[config.mk]
export PLATFORM = sky130hd
export DESIGN_NAME = plot_arbiter
export DESIGN_NICKNAME = d
export VERILOG_FILES = /design/src/rtl/plot_arb_pkg.sv /design/src/rtl/plot_arbiter_rr_pick.sv /design/src/rtl/plot_arbiter.sv
export SDC_FILE = /design/constraint.sdc
export NUM_CORES = 1
export LEC_CHECK = 0
export ABC_AREA = 1
export CORE_MARGIN = 2
export CORE_UTILIZATION = 35
export DETAILED_ROUTE_END_ITERATION = 6
export PLACE_DENSITY = 0.85
export SETUP_SLACK_MARGIN = 0.4
export SYNTH_ARGS = -nofsm -noshare
export SYNTH_HDL_FRONTEND = slang
export SYNTH_SLANG_ARGS = --single-unit
[constraint.sdc]
create_clock -name clk -period 1.6 [get_ports clk]
set_clock_uncertainty 0.15 [all_clocks]
set_input_delay 0.4 -clock clk [delete_from_list [all_inputs] [get_ports clk]]
set_output_delay 0.4 -clock clk [all_outputs]
set_load 0.01 [all_outputs]
[src/rtl/plot_arb_pkg.sv]
// Shared widths, state encoding and per-requester pixel type for the plot arbiter.
package plot_arb_pkg;
  localparam int NUM_REQ   = 4;
  localparam int PTR_W     = 2;
  localparam int X_W       = 8;
  localparam int Y_W       = 7;
  localparam int C_W       = 3;
  localparam int X_MAX_DEF = 159;
  localparam int Y_MAX_DEF = 119;

  typedef enum logic {
    ARB  = 1'b0,
    HOLD = 1'b1
  } state_t;

  typedef struct packed {
    logic [X_W-1:0] x;
    logic [Y_W-1:0] y;
    logic [C_W-1:0] colour;
  } pixel_t;
endpackage

[src/rtl/plot_arbiter_rr_pick.sv]
// Rotate-priority picker: first valid index searching upward from (ptr+1) mod NUM_REQ.
module rr_pick
  import plot_arb_pkg::*;
(
  input  logic [NUM_REQ-1:0] valid,
  input  logic [PTR_W-1:0]   ptr,
  output logic [PTR_W-1:0]   idx,
  output logic               found
);
  logic [PTR_W-1:0] cand;

  // Walk from the farthest offset down so the nearest valid one is written last.
  always_comb begin
    idx   = '0;
    found = 1'b0;
    cand  = '0;
    for (int k = NUM_REQ; k >= 1; k--) begin
      cand = ptr + PTR_W'(k);
      if (valid[cand]) begin
        idx   = cand;
        found = 1'b1;
      end
    end
  end
endmodule

[src/rtl/plot_arbiter.sv]
// Four-requester round-robin pixel arbiter in front of a VGA adapter.
// Optional off-screen clipping is enabled with `define PLOT_ARB_CLIP_EN.
module plot_arbiter
  import plot_arb_pkg::*;
#(
  parameter int X_MAX   = X_MAX_DEF,
  parameter int Y_MAX   = Y_MAX_DEF,
  parameter int TIMEOUT = 64
) (
  input  logic                   clk,
  input  logic                   resetn,
  input  logic [NUM_REQ-1:0]     req_valid,
  input  logic [NUM_REQ-1:0]     req_last,
  input  logic [NUM_REQ*X_W-1:0] req_x,
  input  logic [NUM_REQ*Y_W-1:0] req_y,
  input  logic [NUM_REQ*C_W-1:0] req_colour,
  output logic [NUM_REQ-1:0]     req_ready,
  output logic                   plot,
  output logic [X_W-1:0]         x,
  output logic [Y_W-1:0]         y,
  output logic [C_W-1:0]         colour,
  output logic [PTR_W-1:0]       grant_id,
  output logic                   busy
);
`ifdef PLOT_ARB_CLIP_EN
  localparam bit CLIP = 1'b1;
`else
  localparam bit CLIP = 1'b0;
`endif

  state_t           state, state_nxt;
  logic [PTR_W-1:0] ptr, ptr_nxt, gnt_nxt;
  logic [7:0]       idle_cnt, idle_nxt;
  logic [PTR_W-1:0] pick_idx;
  logic             pick_found;
  logic             accept, in_bounds;
  pixel_t           lane [NUM_REQ];
  pixel_t           sel;

  for (genvar i = 0; i < NUM_REQ; i++) begin : g_lane
    assign lane[i] = {req_x[i*X_W +: X_W], req_y[i*Y_W +: Y_W], req_colour[i*C_W +: C_W]};
  end

  rr_pick u_pick (
    .valid (req_valid),
    .ptr   (ptr),
    .idx   (pick_idx),
    .found (pick_found)
  );

  assign sel       = lane[grant_id];
  assign busy      = (state == HOLD);
  assign accept    = busy && req_valid[grant_id];
  assign in_bounds = (int'(sel.x) <= X_MAX) && (int'(sel.y) <= Y_MAX);

  // Only the grantee is ever acknowledged; everyone else waits for the next arbitration.
  always_comb begin
    req_ready = '0;
    if (busy) req_ready[grant_id] = req_valid[grant_id];
  end

  always_comb begin
    state_nxt = state;
    ptr_nxt   = ptr;
    gnt_nxt   = grant_id;
    idle_nxt  = idle_cnt;
    case (state)
      ARB: begin
        if (pick_found) begin
          state_nxt = HOLD;
          ptr_nxt   = pick_idx;
          gnt_nxt   = pick_idx;
          idle_nxt  = '0;
        end
      end
      HOLD: begin
        if (accept) begin
          idle_nxt = '0;
          if (req_last[grant_id]) state_nxt = ARB;
        end else if (idle_cnt == 8'(TIMEOUT - 1)) begin
          // A silent grantee loses the grant so the others are not starved.
          state_nxt = ARB;
          idle_nxt  = '0;
        end else begin
          idle_nxt = idle_cnt + 8'd1;
        end
      end
      default: state_nxt = ARB;
    endcase
  end

  always_ff @(posedge clk) begin
    if (!resetn) begin
      state    <= ARB;
      ptr      <= PTR_W'(NUM_REQ - 1);
      grant_id <= '0;
      idle_cnt <= '0;
    end else begin
      state    <= state_nxt;
      ptr      <= ptr_nxt;
      grant_id <= gnt_nxt;
      idle_cnt <= idle_nxt;
    end
  end

  // Clipped beats are still consumed; they just never strobe the adapter.
  always_ff @(posedge clk) begin
    if (!resetn) begin
      plot   <= 1'b0;
      x      <= '0;
      y      <= '0;
      colour <= '0;
    end else begin
      plot <= accept && (!CLIP || in_bounds);
      if (accept) begin
        x      <= sel.x;
        y      <= sel.y;
        colour <= sel.colour;
      end
    end
  end
endmodule

# After elaboration in Yosys (flattened, before gate mapping)

Index checks and enable logic that the tools add are counted.

Bits in latches: 0
Bits in writable memories: 0
Register bits: 32
ROM bits: 0
Memories kept: 0
Input bits: 82

Equality and inequality tests: 2
Div/mod/pow operators: 0
Reductions and logical operators: 3
Bitwise operators: 3
Shifts and indexed selects: 0
Multiply operators: 0
Multiplexer cells: 35
Add/sub/neg operators: 4
Order comparisons: 7

Operator list:

| operator                                                                            | number |
|---|---|
| 18-bit binary-select mux with 2-bit select                                          | 1 |
| 18-bit 2-to-1 mux                                                                   | 2 |
| 8-bit 2-to-1 mux                                                                    | 3 |
| 8-bit one-hot mux with 2 select lines                                               | 1 |
| 2-bit by 3-bit < comparator with 1-bit output, second input constant                | 5 |
| 1-bit 2-to-1 mux                                                                    | 15 |
| 1-bit binary-select mux with 2-bit select                                           | 6 |
| 8-bit by 1-bit adder with 8-bit output, second input constant                       | 1 |
| 8-bit by 6-bit equality test with 1-bit output, second input constant               | 1 |
| 2-bit 2-to-1 mux                                                                    | 4 |
| 2-bit adder, second input constant                                                  | 2 |
| 4-bit bitwise AND                                                                   | 1 |
| 4-bit 2-to-1 mux                                                                    | 1 |
| 3-bit greater-or-equal comparator, second input constant                            | 1 |
| 2-bit inverter with 3-bit output                                                    | 1 |
| 2-bit by 1-bit adder with 2-bit output, second input constant                       | 1 |
| 1-bit demux with 2-bit select                                                       | 1 |
| 2-bit by 1-bit greater-or-equal comparator with 1-bit output, second input constant | 1 |
| 1-bit logical AND                                                                   | 2 |
| 2-bit != test, second input constant                                                | 1 |
| 1-bit one-hot mux with 2 select lines                                               | 1 |
| 2-bit AND reduction                                                                 | 1 |
| 1-bit inverter                                                                      | 1 |

# Logic depth before layout (Yosys ltp)

Word-level depth: 8
Gate-level depth with buffers: 12
Mapped depth without buffers: 11

# Cells and area by module

From an unflattened synthesis, not the netlist that was laid out.

Cell total of the unflattened synthesis: 358
Area total of the unflattened synthesis: 2,163.3 µm²

By module, submodules not included:

| module       | sequential area each (µm²) | cells an instance | area each (µm²) | times used |
|---|---|---|---|---|
| plot_arbiter | 640.6                      | 309               | 1,936.9         | 1 |
| rr_pick      | 0.0                        | 49                | 226.5           | 1 |

# Least setup slack after synthesis

OpenSTA, ideal clock, no wires.

Path kind: reg2out
From: register grant_id[0]
To: output req_ready[2]
Data required time: 1,050 ps
Path slack: -44 ps
Stages on the path, launching flop included: 7
Arrival: 1,094 ps
Cells stage by stage: dfxtp_1 > buf_4 > nor2_4 > nand2_1 > nand3_2 > nand2_4 > nor2_1

Longest elaborated chain between the ends: 6

Ends and longest elaborated chain:

| item                                                                                                                                                       | RTL line            | source |
|---|---|---|
| start: declaration                                                                                                                                         | plot_arbiter.sv:22  | `output logic [PTR_W-1:0] grant_id,` |
| start signal: assignment                                                                                                                                   | plot_arbiter.sv:101 | `grant_id <= gnt_nxt;` |
| 2-bit by 3-bit < comparator with 1-bit output (not written as such) / 2-bit by 1-bit greater-or-equal comparator with 1-bit output (equally long branches) | plot_arbiter.sv:59  | `if (busy) req_ready[grant_id] = req_valid[grant_id];` |
| 1-bit logical AND (not written as such)                                                                                                                    | plot_arbiter.sv:59  |  |
| 1-bit 2-to-1 mux (not written as such)                                                                                                                     | plot_arbiter.sv:59  |  |
| 1-bit demux with 2-bit select                                                                                                                              | plot_arbiter.sv:59  |  |
| 4-bit bitwise AND (no line) (*)                                                                                                                            | n/a                 |  |
| 4-bit 2-to-1 mux (*)                                                                                                                                       | plot_arbiter.sv:59  |  |
| end: declaration                                                                                                                                           | plot_arbiter.sv:17  | `output logic [NUM_REQ-1:0] req_ready,` |

Mark *: on every way between the ends. The rest lies on a longest branch, timed or not. The select of a mux whose other input is x is not followed.

# Final worst setup path

Ends and elaborated chain as after synthesis.

==> impl_metrics.json <==
{
  "yosys_warnings": 0,
  "crit_path_end_kind": "output port",
  "arrival_ns": 1.35,
  "coreArea_um2": 5200,
  "vias": 2888,
  "grt_pass1_wl_um": 12600,
  "fin_setup_tns_ns": -5.99,
  "crit_type": "reg2out",
  "setup_viol": 35,
  "htree_levels": 2,
  "route.detailed.drc": 0,
  "design.die.area_um2": 6080,
  "wire_per_inst_um": 16.6,
  "min_period_ns": 1.90,
  "grt-ovfl-total": 0,
  "critPathMaxFanout": 5,
  "gp_congestion": 0.844,
  "die_h_um": 78.0,
  "hpwl_um": 4980,
  "first_pass_iters": 5,
  "slew_headroom_pct": 76.1,
  "ant_nets": 0,
  "post_synth_num_cell_types": 28,
  "portBuffers": 107,
  "initial_core_util_pct": 36.8,
  "avgSynthCellArea_um2": 6.53,
  "layout_setup_ws_ns": -0.303,
  "hold_path_startpoint": "y[4]$_SDFFE_PN0P_",
  "drive_above_1_share_pct": 46.5,
  "ys_seq_area_share_pct": 33.5,
  "wirelength_um": 8990,
  "r2r_start": "grant_id[0]$_SDFFE_PN0P_",
  "powerDensity_nw_per_um2": 1520,
  "path_common_cell": "nor2_1",
  "grt_max_degree": 20,
  "cap_violations": 0,
  "start_kind": "flip-flop",
  "drv_slew": 0,
  "violations": "setup timing",
  "reg2reg_to": "busy$_SDFF_PN0_",
  "cts_tree": "built",
  "power_leakage_nw": 1.90,
  "root_buffer": "clkbuf_8",
  "post-synth-top-area-cell": "dfxtp_1",
  "io_pins": 108,
  "ctsHoldBuffers": 0,
  "hold_path_end": "y[4]$_SDFFE_PN0P_",
  "hold_viol_final": 0,
  "die_w_um": 78.0,
  "holdCritPathClass": "reg2reg",
  "fillerInstances": 325,
  "period_share_pct": 119,
  "area_delta_synth_final_pct": 119,
  "std_cell_rows": 26,
  "grt.total_usage_pct": 26.1,
  "drt_iter0_drc": 103,
  "yosysTopAreaCellShare_pct": 33.5,
  "finalPower_mw": 6.38,
  "ir_drop_uv": 813,
  "critPathMaxStageDelay_ns": 0.39,
  "crit_chain": "inv_2 > nand2_2 > nor2_1 > nor2_1 > nand3_2 > nand2_4 > nor2_2 > buf_2",
  "rsz0062_at_grt": "true",
  "grt_antenna_before_repair": 0,
  "num_antenna_cells": 0,
  "slowest_stage": "dfxtp_4",
  "clock-sinks": 32,
  "cts_max_path_buffers": 2,
  "synth_area_leaders": "dfxtp_1 (33%), nand2_1 (18%), a221oi_1 (8.2%), nand3_1 (7.8%), a21oi_1 (6.8%)",
  "synth_area_um2": 1910,
  "whs_ns": 0.370,
  "ys_seq_elements": 32,
  "critPathRequiredTime_ns": 1.05,
  "worst_pin_slew_ns": 0.358,
  "clk_pin_slew_worst_paths_ns": 0.07,
  "hold_path_depth": 2,
  "viasPerCell": 5.34,
  "nets": 553,
  "status": "complete, but fails checks",
  "reg2reg_depth": 14,
  "syn_nets": 376,
  "grt_pass1_vias": 2918,
  "numCtsBuffers": 5,
  "synth_cells": 293,
  "rrSetupSlack_ns": -0.28,
  "clk_latency_ns": 0.29,
  "fmax_ghz": 0.526
}
## how the worst max path moves through the flow
| stage | to | startpoint | slack (ns) | depth (start not counted) |
|---|---|---|---|---|
| finish | req_ready[2] | grant_id[0]$_SDFFE_PN0P_ | -0.30 | 8 |
| global route | req_ready[2] | grant_id[0]$_SDFFE_PN0P_ | -0.36 | 8 |
| CTS | req_ready[2] | grant_id[0]$_SDFFE_PN0P_ | -0.26 | 8 |
| detailed placement | req_ready[2] | req_valid[3] | -0.80 | 8 |
| global placement | req_ready[2] | req_valid[2] | -0.75 | 8 |
| floorplan | colour[2]$_SDFFE_PN0P_ | grant_id[0]$_SDFFE_PN0P_ | 0.03 | 7 |
## state kept, by name, indices dropped and copies added, names as in the netlist
| register | flops |
|---|---|
| busy | 1 |
| y | 7 |
| idle_cnt | 8 |
| colour | 3 |
| ptr | 2 |
| x | 8 |
| grant_id | 2 |
| plot | 1 |
## where the power goes
group	total, mW	switching, mW	internal (mW)
Combinational	4.40	2.20	2.20
Sequential	1.33	0.251	1.08
Clock	0.645	0.302	0.343
## per-layer routing
layer / vias up / global-route usage [%] / wire (um)
li1: 1355 / - / -
met3: 41 / 7.09 / 620
met1: 1348 / 24.5 / 3100
met2: 144 / 51.6 / 4850
met5: - / 0 / 0
met4: 0 / 11.9 / 421
## per-stage QoR
step,area [um^2],std cells,utilization (%),setup slack (ns)
final,4200,541,80.6,-0.303
after global routing,4200,541,80.6,-0.365
after CTS,3820,521,73.5,-0.263
after detailed placement,3230,482,62.0,-0.804
after global placement,3230,482,62.0,-0.754
after floorplan,1950,293,-,0.0263
## logic make-up after synthesis
family,Yosys count,synth area share (%)
flip-flops,32,33.5
XOR/XNOR,1,0.458
adder cells (fa/ha/maj),1,0.653
AO/OA/AOI/OAI,72,22.9
buffers and inverters,39,9.22
AND/OR/NAND/NOR,148,33.3
## synthesized netlist by cell type
cell / n
ha_1: 1
clkinv_1: 1
o21ai_1: 13
nand4_1: 4
nand3_1: 30
dfxtp_1: 32
xnor2_1: 1
nand2_4: 1
nand2_1: 90
o21a_1: 2
nor2_1: 17
a221oi_1: 18
a21oi_1: 26
buf_6: 1
inv_4: 1
clkbuf_1: 5
nor2_4: 1
buf_4: 2
inv_1: 18
nand2_2: 2
o21ai_0: 11
nand3_2: 2
clkinv_4: 1
nor3_1: 1
buf_2: 6
o211ai_1: 1
inv_2: 4
o221ai_1: 1
## area by class of cell
cell class                 count  area [um^2]  share of cell area [%]
clock buffer                   6         82.6                    1.97
clock inverter                 2         10.0                   0.239
inverter                      25          115                    2.74
multi-input combinational    222         1420                    33.7
sequential                    32          682                    16.2
tap                           70         87.6                    2.09
timing repair buffer         180         1740                    41.4
timing repair inverter         4         68.8                    1.64
## cell usage in the layout, fill, tap and decap left out, drive strengths merged
cell type,n
a21oi,26
a221oi,18
buf,100
clkbuf,8
clkdlybuf4s15,1
clkdlybuf4s50,77
clkinv,7
dfxtp,32
ha,1
inv,24
nand2,93
nand3,32
nand4,4
nor2,18
nor3,1
o211ai,1
o21a,2
o21ai,24
o221ai,1
xnor2,1
## critical path: cells and delay by family (launching register included)
| kind | cells | cell delay [ns] |
|---|---|---|
| buffers and inverters | 2 | 0.18 |
| DFF | 1 | 0.39 |
| and+or+nand+nor | 6 | 0.49 |
## what timing repair did
item                                    in CTS  in global routing
hold endpoints to repair                     0                  0
setup buffers                               27                 20
resized for setup                          218                 59
endpoints found under the setup margin      58                 58
gates cloned                                 4                  0
pin swaps                                   21                 11
Note: power is estimated with default switching activity, not from simulation.
